### src/rtl/btn_conditioner.sv
// Multi-channel button front end: synchroniser, debounce, edge pulses,
// hold/press counters and auto-repeat. Every output is registered.
module btn_conditioner #(
  parameter int NUM_BTN         = 3,
  parameter int DEBOUNCE_CYCLES = 1000000,
  parameter int CNT_WIDTH       = 20,
  parameter int REPEAT_DELAY    = 16,
  parameter int REPEAT_PERIOD   = 4
) (
  input  logic                           sys_clk,
  input  logic                           sys_rst,
  input  logic                           tick,
  input  logic                           clr,
  input  logic [NUM_BTN-1:0]             repeat_en,
  input  logic [NUM_BTN-1:0]             btn_in,
  output logic [NUM_BTN-1:0]             btn_level,
  output logic [NUM_BTN-1:0]             btn_press,
  output logic [NUM_BTN-1:0]             btn_release,
  output logic [NUM_BTN-1:0]             btn_repeat,
  output logic [NUM_BTN*CNT_WIDTH-1:0]   hold_cnt,
  output logic [NUM_BTN*CNT_WIDTH-1:0]   press_cnt
);

  localparam int DB_W   = $clog2(DEBOUNCE_CYCLES + 1);
  localparam int RT_MAX = (REPEAT_DELAY > REPEAT_PERIOD) ? REPEAT_DELAY : REPEAT_PERIOD;
  localparam int RT_W   = $clog2(RT_MAX) + 1;

  localparam logic [DB_W-1:0]      DB_LAST = DB_W'(DEBOUNCE_CYCLES - 1);
  localparam logic [RT_W-1:0]      RT_DLY  = RT_W'(REPEAT_DELAY);
  localparam logic [RT_W-1:0]      RT_PER  = RT_W'(REPEAT_PERIOD);
  localparam logic [CNT_WIDTH-1:0] CNT_MAX = '1;

  typedef enum logic {IDLE, HELD} rpt_state_t;

  logic [NUM_BTN-1:0]   sync_a;
  logic [NUM_BTN-1:0]   sync_s;
  logic [DB_W-1:0]      db      [NUM_BTN];
  logic [RT_W-1:0]      rt      [NUM_BTN];
  rpt_state_t           state   [NUM_BTN];
  logic [CNT_WIDTH-1:0] hold_q  [NUM_BTN];
  logic [CNT_WIDTH-1:0] press_q [NUM_BTN];
  logic [NUM_BTN-1:0]   flip;

  // flip marks the edge on which the debounced level takes the synchronised value.
  always_comb begin
    // NOTE: default assignment first so no path through this block infers a latch.
    flip = '0;
    for (int i = 0; i < NUM_BTN; i++) begin
      flip[i] = (sync_s[i] != btn_level[i]) && (db[i] == DB_LAST);
    end
  end

  // NOTE: non-blocking assignments throughout, so every register samples pre-edge values.
  always_ff @(posedge sys_clk or posedge sys_rst) begin
    if (sys_rst) begin
      sync_a      <= '0;
      sync_s      <= '0;
      btn_level   <= '0;
      btn_press   <= '0;
      btn_release <= '0;
      btn_repeat  <= '0;
      // NOTE: the per-channel arrays are small register sets, not RAM, so they take reset.
      for (int i = 0; i < NUM_BTN; i++) begin
        db[i]      <= '0;
        rt[i]      <= '0;
        state[i]   <= IDLE;
        hold_q[i]  <= '0;
        press_q[i] <= '0;
      end
    end else begin
      sync_a <= btn_in;
      sync_s <= sync_a;
      for (int i = 0; i < NUM_BTN; i++) begin
        if (sync_s[i] == btn_level[i]) begin
          db[i] <= '0;
        end else if (flip[i]) begin
          db[i]        <= '0;
          btn_level[i] <= sync_s[i];
        end else begin
          db[i] <= db[i] + 1'b1;
        end

        btn_press[i]   <= flip[i] &&  sync_s[i];
        btn_release[i] <= flip[i] && !sync_s[i];

        if (clr) begin
          press_q[i] <= '0;
        end else if (flip[i] && sync_s[i]) begin
          press_q[i] <= press_q[i] + 1'b1;
        end

        // A tick on the press edge is not counted: btn_level is still low then.
        if (clr || flip[i] || !btn_level[i]) begin
          hold_q[i] <= '0;
        end else if (tick && (hold_q[i] != CNT_MAX)) begin
          hold_q[i] <= hold_q[i] + 1'b1;
        end

        btn_repeat[i] <= 1'b0;
        case (state[i])
          IDLE: begin
            if (flip[i] && sync_s[i]) begin
              state[i]      <= HELD;
              rt[i]         <= RT_DLY;
              btn_repeat[i] <= 1'b1;
            end
          end
          HELD: begin
            // In HELD the level is high, so a flip is a release and beats expiry.
            if (flip[i]) begin
              state[i] <= IDLE;
              rt[i]    <= '0;
            end else if (tick) begin
              if (rt[i] == RT_W'(1)) begin
                btn_repeat[i] <= repeat_en[i];
                rt[i]         <= RT_PER;
              end else begin
                rt[i] <= rt[i] - 1'b1;
              end
            end
          end
          default: begin
            state[i] <= IDLE;
            rt[i]    <= '0;
          end
        endcase
      end
    end
  end

  for (genvar g = 0; g < NUM_BTN; g++) begin : g_pack
    assign hold_cnt [g*CNT_WIDTH +: CNT_WIDTH] = hold_q[g];
    assign press_cnt[g*CNT_WIDTH +: CNT_WIDTH] = press_q[g];
  end

endmodule
### config.mk
export PLATFORM = sky130hd
export DESIGN_NAME = btn_conditioner
export DESIGN_NICKNAME = d
export VERILOG_FILES = /design/src/rtl/btn_conditioner.sv
export SDC_FILE = /design/constraint.sdc
export NUM_CORES = 1
export LEC_CHECK = 0
export CORE_MARGIN = 2
export CORE_UTILIZATION = 56
export DETAILED_ROUTE_END_ITERATION = 10
export GPL_TIMING_DRIVEN = 0
export PLACE_DENSITY = 0.82
export SETUP_SLACK_MARGIN = 0.02
export SYNTH_ARGS = -nofsm -noshare
export SYNTH_HDL_FRONTEND = slang
export SYNTH_SLANG_ARGS = --single-unit
### constraint.sdc
create_clock -name sys_clk -period 17.4 [get_ports sys_clk]
set_input_delay 3.48 -clock sys_clk [delete_from_list [all_inputs] [get_ports sys_clk]]
set_output_delay 3.48 -clock sys_clk [all_outputs]
set_load 0.02 [all_outputs]
==> results of run 1 <==
## stage by stage
step	hold WS [ns]	cell area, um^2	power (mW)	worst slack [ns]
3_5_place_dp	0.3428	12840	0.5436	11.90
6_report	0.3577	13680	1.070	12.23
5_1_grt	0.3662	13680	1.102	12.18
2_1_floorplan	0.3312	11090	0.5333	8.012
4_1_cts	0.3578	13680	1.081	12.21
3_3_place_gp	0.3338	12810	0.5424	5.348
## cells by family after synthesis
logic type	Yosys count	synth area share, %
flops	216	48.76
simple gates	536	25.77
compound gates	184	10.45
mux	12	1.140
xor+xnor	120	9.481
buf+inv	79	2.709
fa+ha+maj	15	1.693
## state kept, by name, indices dropped and copies added (netlist names)
signal,flops
rt,15
db,60
hold_cnt,60
state,3
sync_a,3
sync_s,3
btn_press,3
btn_level,3
btn_release,3
press_cnt,60
btn_repeat,3
## worst paths after layout
| path | to | slack [ns] | cells after the start |
|---|---|---|---|
| max in group asynchronous | press_cnt[12] | 12.91 | 3 |
| worst min-delay path | sync_s[2] | 0.36 | 0 |
| worst max register to register | db[32] | 14.46 | 6 |
| worst max-delay path | press_cnt[42] | 12.23 | 1 |
| worst min register to register | sync_s[2] | 0.36 | 0 |
| min in group asynchronous | hold_cnt[19] | 3.54 | 2 |
## routing by layer
layer  vias to the layer above  global-route usage (%)  part of all wire, %
li1                       4520                       -                    -
met1                      4609                   34.32                   44
met2                       234                   42.11                   49
met3                        58                   3.027                  4.2
met4                         0                   7.767                  2.8
met5                         -                       0                    0
## area by class of cell
| class | instances | share of cell area [%] |
|---|---|---|
| Timing Repair Buffer | 140 | 10.37 |
| Clock inverter | 11 | 1.354 |
| Clock buffer | 30 | 4.765 |
| Multi-Input combinational cell | 867 | 39.33 |
| Sequential cell | 216 | 39.51 |
| Inverter | 40 | 1.152 |
| Tap cell | 265 | 2.424 |
| Buffer | 39 | 1.097 |
## placed cells by master (no fill, tap or decap), types with 29 or more instances in the layout
cell / count
nand4_1: 51
clkdlybuf4s50_1: 139
nor2_1: 175
nand2_1: 69
dfrtp_1: 216
xnor2_1: 75
clkbuf_1: 37
a21oi_1: 61
xor2_1: 45
or3_1: 29
nand3_1: 50
inv_1: 38
o21ai_0: 43
## power by group
group	internal, mW	leakage [nW]	switching [mW]
logic	0.00591	1.92	0.0211
clock network	0.337	0.408	0.199
registers	0.505	2.95	0.00225
total	0.848	5.28	0.222
==> results by group, run 1 <==
Clock tree
  – Root buffer cell: clkbuf_16
  – Clk Latency, worst-skew pair: roughly 0.5 ns
  – # hold bufs at CTS: 0
  – Postcts setup bufs: 0
  – Clock slew at reported path FFs: 0.06 ns
  – CTS tree: yes
  – Max clock buf depth: 3
  – Post-cts resize count: 0
  – # clock sinks: 216
  – CTS Buf Count: 23
  – H-tree depth: 1

Die
  – I/O pin cnt: between 100 and 150
  – Floorplan row count: 51
  – Die Ht: 144.7 um
  – Area of the die: roughly 21,000 um^2
  – Chip Width: 144.7 um
  – Initial Util: 56.96%
  – Core area: 19,460 um^2

Synth
  – Synth cell count leaders: dfrtp_1, nor2_1, xnor2_1
  – Post-synth top area cell: dfrtp_1
  – FF+latch count, synth: 216
  – Area share of the largest cell type after synthesis: 48.76%
  – Top_reg_cell synth: dfrtp_1
  – Cells after synthesis: 1,162
  – Post-synth cell types: 63
  – Syn_nets: 1,187
  – Count leader, synth: dfrtp_1
  – Synth warn: 0
  – Syn_area_per_cell: 9.540 um^2
  – Post-synth EDFFs: 0
  – Sequential share of the synthesized area: 48.76%
  – Synthesized area: 11,090 um^2
  – Synth area leaders: dfrtp_1, nor2_1, xnor2_1
  – Post-synthesis async set-or-reset flop share: 100.0%

STA
  – Worst-Margin Slew: 0.8699 ns
  – Final setup fails: 0
  – Clk_skew: 0.009419 ns
  – Setup TNS: 0 ns
  – RSZ-0062 raised after global routing: no
  – Hold Fails Final Rpt: 0
  – Rel. slew slack: 41.52%
  – Slew Limit Fails: 0
  – Fmax: 0.1934 GHz
  – Final critical-path required period: 5.171 ns
  – Final period util: 29.72%

Place
  – Dpl cells: 1,567
  – GPL Wtd Cong: between 0.8 and 0.9
  – DP HPWL: 18,190 um
  – Port Buffers: 139

Final layout
  – Footprint of the multi-input gates: around 5400 um^2
  – Layout cells sized above 1: slightly below 5%
  – Filler cell count: approximately 1,500
  – Final Util: 70.29%
  – Ant diodes: 0
  – FF+latch area: 5405 um^2
  – Synth-to-Final Area Change: 23.41%
  – Non-filler cells, final: about 1,600
  – Layout net count: between 1,000 and 1,500

Global route
  – Overall Global Routing Usage: 25.05%
  – Largest net degree at the start of global routing: 114
  – Initial antenna violation count: 0
  – First-pass GRT wire length: 43,050 um
  – Vias in the first global route: 8,972
  – GR Overflow Total: 0

Detailed routing
  – Final WL: 26,210 um
  – Antenna Violating Nets Remaining: 0
  – Vias post-DR: 9,421
  – DR vias/cell: roughly 5.9
  – Initial DRT Pass Iterations: 5
  – DRC Markers: 0
  – Routed length per instance: 16.30 um
  – DR iter-0 viols: 482

Pwr
  – Pleak: 5.276 nW
  – Maximum VDD drop: 0.07450 mV
  – Power Density: 78.21 nW/um^2

Critical path
  – CP max stage delay: about 0.67 ns
  – CP Launch Point: press_cnt[42]
  – CP startpoint kind: flop
  – Crit-path cells: clkdlybuf4s50_1
  – Worst Path Required: about 14 ns
  – CP endpoint kind: primary output
  – Top delay family on crit path: buffers and inverters
  – Buf+Inv Stages, Crit Path: 1
  – Slowest CP cell: clkdlybuf4s50_1
  – Crit path max fanout: 7
  – Kind of critical path: flop to primary output
  – Crit path DAT: ~1.7 ns
  – Worst R2R Start: db[32]

Min path
  – Hold path start: sync_a[2]
  – Type of the tightest min-delay check: flop to flop

Run status
  – Outcome: finished, final reports clean

Flow run
  – Max-cap viol count: 0
Note: power is estimated with default switching activity, not from simulation.
==> run 2: changes to the inputs <==
==> constraint.sdc (replaced) <==
create_clock -name sys_clk -period 5.2 [get_ports sys_clk]
set_input_delay 1.04 -clock sys_clk [delete_from_list [all_inputs] [get_ports sys_clk]]
set_output_delay 1.04 -clock sys_clk [all_outputs]
set_load 0.02 [all_outputs]
==> run 2 against run 1 <==
Against the previous run: clock skew rose by 0.0020 ns; final cell count rose by 0.37%; register-to-register slack worse by 12 ns; via count is 0.61% higher; largest power group unchanged; clock-buffer cell count grew 1; final area rose by 0.46%; worst setup slack lost 9.9 ns.
==> results by group, run 2 (same netlist as run 1, synthesis figures left out) <==
Critical path
  – CP Depth: 6 (+5)
  – Worst Path Required: 5.63 ns (-8.29 ns)
  – Slowest CP cell: or4bb_1
  – Crit path DAT: 3.35 ns (+1.66 ns)
  – Reg-to-Reg End: press_cnt[45]
  – CP endpoint kind: flop
  – R2r worst-path depth: 6 (unchanged)
  – Worst R2R Start: db[13]
  – CP startpoint kind: flop
  – CP Launch Point: db[13]
  – Kind of critical path: flop to flop
  – Top delay family on crit path: simple AND/OR/NAND/NOR gates
  – Buf+Inv Stages, Crit Path: 1 (unchanged)
  – Flop-to-flop setup slack: 2.29 ns (-12.17 ns)
  – Crit-path cells: or4bb_1 -> nor4_2 -> nand3_1 -> clkbuf_1 -> or3_1 -> a21oi_1
  – Crit path max fanout: 10 (+3)
  – CP max stage delay: 0.51 ns (-0.16 ns)

Clock tree
  – Clk Latency, worst-skew pair: 0.52 ns (+0.02 ns)
  – CTS tree: yes
  – H-tree depth: 1 (unchanged)
  – CTS Buf Count: 24 (+4.3%)
  – Max clock buf depth: 3 (unchanged)
  – # clock sinks: 216 (unchanged)
  – Clock slew at reported path FFs: 0.06 ns (about the same)
  – # hold bufs at CTS: 0 (unchanged)
  – Postcts setup bufs: 0 (unchanged)
  – Root buffer cell: clkbuf_16
  – Post-cts resize count: 0 (unchanged)

Die
  – I/O pin cnt: 142 (unchanged)
  – Initial Util: 56.96% (unchanged)
  – Area of the die: 20,940 um^2 (unchanged)
  – Chip Width: 144.7 um (unchanged)
  – Die Ht: 144.7 um (unchanged)
  – Core area: 19,460 um^2 (unchanged)
  – Floorplan row count: 51 (unchanged)

Final layout
  – Filler cell count: 1,480 (-0.20%)
  – Layout net count: 1,358 (+0.44%)
  – Commonest non-fill, non-tap cell in the layout: dfrtp_1
  – Commonest cells after routing, fill and taps aside: dfrtp_1, nor2_1, clkdlybuf4s50_1
  – Synth-to-Final Area Change: 23.97%
  – Ant diodes: 0 (unchanged)
  – Layout cells sized above 1: 5.189% (+0.35 points)

STA
  – Hold Fails Final Rpt: 0 (unchanged)
  – Minimum hold slack: 0.3480 ns (-0.009745 ns)
  – Fmax: roughly 0.34 GHz
  – Final setup fails: 0 (unchanged)
  – Final period util: roughly 56%
  – Final critical-path required period: 2.914 ns
  – Slew Limit Fails: 0 (unchanged)
  – Clk_skew: 0.01144 ns (+0.002018 ns)
  – RSZ-0062 raised after global routing: no
  – Setup TNS: 0 ns (unchanged)
  – Rel. slew slack: 46.66% (+5.1 points)
  – Worst-Margin Slew: 0.7935 ns (-0.07639 ns)

Global route
  – First-pass GRT wire length: 43,980 um (+2.2%)
  – Initial antenna violation count: 0 (unchanged)
  – Vias in the first global route: 9,098 (+1.4%)
  – Largest net degree at the start of global routing: 42 (-63%)
  – Overall Global Routing Usage: 25.66% (+0.62 points)
  – GR Overflow Total: 0 (unchanged)

Detailed routing
  – Initial DRT Pass Iterations: 5 (unchanged)
  – DR vias/cell: 5.872 (+0.23%)
  – Antenna Violating Nets Remaining: 0 (unchanged)
  – Routed length per instance: 16.56 um (+1.6%)
  – Vias post-DR: 9,478 (+0.61%)
  – DRC Markers: 0 (unchanged)
  – DR iter-0 viols: 596 (+24%)
  – Final WL: 26,730 um (+2.0%)

Pwr
  – Power Density: 257.7 nW/um^2 (+230%)
  – Maximum VDD drop: 0.2659 mV (+260%)
  – Tot Pwr: 3.542 mW (+230%)
  – Pleak: 5.309 nW (+0.62%)

Place
  – Port Buffers: 139 (unchanged)
  – GPL Wtd Cong: 0.8385 (about the same)
  – DP HPWL: 18,990 um (+4.4%)

Min path
  – Type of the tightest min-delay check: flop to flop
  – Min-Delay Endpoint: sync_s[2]
  – Hold path depth: 0 (unchanged)
  – Hold path start: sync_a[2]

Flow run
  – Max-cap viol count: 0 (unchanged)

Run status
  – Outcome: finished, final reports clean
==> run 2: worst max-delay path by stage <==
stage | to | slack (ns)
finish | press_cnt[45] | 2.29
CTS | press_cnt[45] | 2.31
detailed placement | hold_cnt[51] | 2.12
floorplan | btn_level[0] | 1.35
global route | press_cnt[45] | 2.11
global placement | hold_cnt[59] | -0.28
==> run 2: layout make-up <==
cell class	count	area, um^2	share of cell area [%]
clock buffer	31	678.2	4.934
buffer	39	150.1	1.092
multi-input combinational	867	5380	39.15
clock inverter	11	132.6	0.9650
tap	265	331.6	2.413
inverter	40	153.9	1.120
timing repair buffer	145	1511	11.00
sequential	216	5405	39.33
==> run 2: power breakdown <==
part	internal, mW	switching [mW]	leakage, nW	total, mW
Clock	1.06	0.681	0.403	1.75
Combinational	0.0267	0.0728	1.96	0.0995
Sequential	1.69	0.00756	2.95	1.70
==> run 2: per-layer routing <==
metal | global-route usage [%] | vias up | wire, um | share of wire (%)
li1 | - | 4534 | - | -
met2 | 45.15 | 210 | 13460 | 50
met3 | 3.455 | 53 | 1018 | 3.8
met1 | 33.61 | 4681 | 11680 | 44
met4 | 6.898 | 0 | 582 | 2.2
met5 | 0 | - | 0 | 0
==> run 2: through the flow <==
step / setup slack [ns] / cell area (um^2) / instances / utilization (%)
after floorplan: 1.348 / 11090 / 1162 / -
after global placement: -0.2841 / 12810 / 1566 / 65.83
after detailed placement: 2.121 / 12930 / 1572 / 66.45
after CTS: 2.314 / 13740 / 1614 / 70.61
after global routing: 2.113 / 13740 / 1614 / 70.61
final: 2.286 / 13740 / 1614 / 70.61
==> run 3: changes to the inputs <==
--- a/config.mk
+++ b/config.mk
@@ -6,10 +6,10 @@
 export NUM_CORES = 1
 export LEC_CHECK = 0
 export CORE_MARGIN = 2
-export CORE_UTILIZATION = 56
+export CORE_UTILIZATION = 51
 export DETAILED_ROUTE_END_ITERATION = 10
 export GPL_TIMING_DRIVEN = 0
-export PLACE_DENSITY = 0.82
+export PLACE_DENSITY = 0.78
 export SETUP_SLACK_MARGIN = 0.02
 export SYNTH_ARGS = -nofsm -noshare
 export SYNTH_HDL_FRONTEND = slang
==> constraint.sdc (replaced) <==
create_clock -name sys_clk -period 2.4 [get_ports sys_clk]
set_input_delay 0.48 -clock sys_clk [delete_from_list [all_inputs] [get_ports sys_clk]]
set_output_delay 0.48 -clock sys_clk [all_outputs]
set_load 0.02 [all_outputs]
==> run 3 against run 2 <==
Against the previous run: via count grew 3.4%; clock power grew 110%; combinational power grew 120%; final area grew 7.6%; the run now ends with setup timing left; critical path type unchanged; clock-buffer cell count grew 2; total power grew 120%.
==> results by group, run 3 (same netlist as run 1, synthesis figures left out) <==
Critical path
  – Crit path DAT: 2.87 ns (-0.48 ns)
  – Worst R2R Start: db[33]
  – Crit path max fanout: 5 (-5)
  – Worst Path Required: 2.80 ns (-2.83 ns)
  – CP startpoint kind: flop
  – CP Launch Point: db[33]
  – Kind of critical path: flop to flop
  – CP endpoint kind: flop

Die
  – Initial Util: 52.40% (-4.6 points)
  – Core area: 21,150 um^2 (+8.7%)
  – Die Ht: 151.4 um (+4.7%)
  – Floorplan row count: 53 (+3.9%)
  – Chip Width: 151.4 um (+4.7%)
  – Area of the die: 22,930 um^2 (+9.5%)
  – I/O pin cnt: 142 (unchanged)

Pwr
  – Maximum VDD drop: 0.3856 mV (+45%)
  – Net switching power: 1.657 mW (+120%)
  – Pleak: 5.801 nW (+9.3%)
  – Power Density: 518.3 nW/um^2 (+100%)
  – Comb pwr share: 2.9% (about the same)
  – Sw Ratio: 21.63% (+0.13 points)
  – Clock network power share: 49.1% (-0.2 points)
  – Reg power frac: 48.0% (about the same)
  – Int Pwr: 6.006 mW (+120%)

STA
  – Rel. slew slack: 43.05% (-3.6 points)
  – Hold Fails Final Rpt: 0 (unchanged)
  – RSZ-0062 raised after global routing: yes
  – Clk_skew: 0.009842 ns (-0.001596 ns)
  – Final critical-path required period: 2.469 ns (-0.4441 ns)
  – Final setup fails: 17 (+17)
  – Final period util: 102.9% (+47 points)
  – Setup TNS: -0.4764 ns (-0.4764 ns)
  – Worst-Margin Slew: 0.8542 ns (+0.06071 ns)
  – Worst setup margin: -0.06947 ns (-2.356 ns)
  – Fmax: 0.4049 GHz (+18%)
  – Slew Limit Fails: 0 (unchanged)

Clock tree
  – Clock slew at reported path FFs: 0.06 ns (about the same)
  – Max clock buf depth: 3 (unchanged)
  – CTS Buf Count: 24 (unchanged)
  – # clock sinks: 216 (unchanged)
  – CTS tree: yes
  – H-tree depth: 1 (unchanged)
  – Root buffer cell: clkbuf_16
  – Clk Latency, worst-skew pair: 0.52 ns (about the same)

Final layout
  – Commonest non-fill, non-tap cell in the layout: dfrtp_1
  – Synth-to-Final Area Change: 33.37%
  – Final Util: 69.89% (-0.72 points)
  – Design area: 14,790 um^2 (+7.6%)
  – Commonest cells after routing, fill and taps aside: dfrtp_1, nor2_1, clkdlybuf4s50_1
  – Layout net count: 1,408 (+3.7%)
  – Layout cells sized above 1: 15.65% (+10 points)

Place
  – Port Buffers: 139 (unchanged)
  – DP HPWL: 18,850 um (-0.78%)
  – Placed cell areas: 12,960 um^2 (+0.19%)
  – GPL Wtd Cong: 0.8444 (+0.70%)

Global route
  – Vias in the first global route: 9,320 (+2.4%)
  – Largest net degree at the start of global routing: 43 (+2.4%)
  – Initial antenna violation count: 1 (+1)
  – First-pass GRT wire length: 45,590 um (+3.7%)
  – Overall Global Routing Usage: 24.29% (-1.4 points)
  – GR Overflow Total: 0 (unchanged)

Detailed routing
  – DRC Markers: 0 (unchanged)
  – Antenna Violating Nets Remaining: 0 (unchanged)
  – DR iter-0 viols: 619 (+3.9%)
  – Initial DRT Pass Iterations: 5 (unchanged)
  – DR vias/cell: 5.851 (-0.37%)
  – Vias post-DR: 9,800 (+3.4%)
  – Routed length per instance: 17.21 um (+3.9%)
  – Final WL: 28,830 um (+7.8%)

Run status
  – Outcome: finished with violations
  – Failing checks: setup timing

Min path
  – Hold path start: sync_a[1]
  – Type of the tightest min-delay check: flop to flop

Flow run
  – Max-cap viol count: 0 (unchanged)
[run 3: cell count changes in the layout (fill, tap and decap cells not counted), sizes merged]
cell | before | now
buf | 10 | 65
diode | 0 | 1
clkinvlp | 2 | 3
bufinv | 3 | 2
clkbuf | 66 | 63
clkinv | 8 | 6
[run 3: final timing paths]
check	to	slack [ns]	depth (start not counted)
max	hold_cnt[27]	-0.07	7
min	sync_s[1]	0.35	0
max reg2reg	hold_cnt[27]	-0.07	7
min reg2reg	sync_s[1]	0.35	0
max in group asynchronous	sync_a[2]	0.99	4
min in group asynchronous	press_cnt[19]	0.47	2
[run 3: timing repair]
item | CTS | global route
cloned | 0 | 1
buffers inserted | 32 | 21
hold buffers | 0 | 0
gates resized for setup | 50 | 102
setup endpoints to repair | 150 | 108
pin swaps | 37 | 57
[run 3: worst max-delay path: stages (launching register included)]
cell and delay, ns:
dfrtp_1 0.38, or4_4 0.53, or4_4 0.49, buf_6 0.15, o311ai_4 0.34, buf_6 0.20, a211oi_2 0.04, a31o_2 0.22
[run 3: layout make-up]
| type | instances | area, um^2 |
|---|---|---|
| fill | 1524 | 6369 |
| clock buffer | 33 | 715.7 |
| timing repair buffer | 198 | 1957 |
| clock inverter | 9 | 100.1 |
| inverter | 40 | 153.9 |
| multi-input combinational | 867 | 5903 |
| antenna | 1 | 2.502 |
| sequential | 216 | 5409 |
| buffer | 36 | 200.2 |
| tap | 275 | 344.1 |
[run 3: metal layers]
layer	routed length [um]	part of all wire (%)	GRT usage [%]	vias up
li1	-	-	-	4641
met2	14760	51	42.51	221
met3	1161	4.0	3.042	72
met1	12050	42	31.75	4866
met4	861	3.0	6.916	0
met5	0	0	0	-
[run 3: per-stage QoR]
stage / power [mW] / std cells / setup WS (ns) / hold WS, ns
CTS: 7.710 / 1654 / -0.1104 / 0.3545
finish: 7.664 / 1675 / -0.06947 / 0.3519
detailed placement: 3.957 / 1581 / -0.4326 / 0.3413
floorplan: 3.868 / 1162 / -0.8921 / 0.3312
global route: 7.910 / 1675 / -0.1110 / 0.3588
global placement: 3.936 / 1576 / -2.567 / 0.3350
[run 3: power by group through the flow]
stage | sequential, mW | clock (mW) | combinational [mW]
floorplan | 3.74 | 0 | 0.129
global placement | 3.74 | 0 | 0.193
detailed placement | 3.74 | 0 | 0.217
CTS | 3.68 | 3.81 | 0.224
global route | 3.68 | 3.98 | 0.252
finish | 3.68 | 3.76 | 0.223
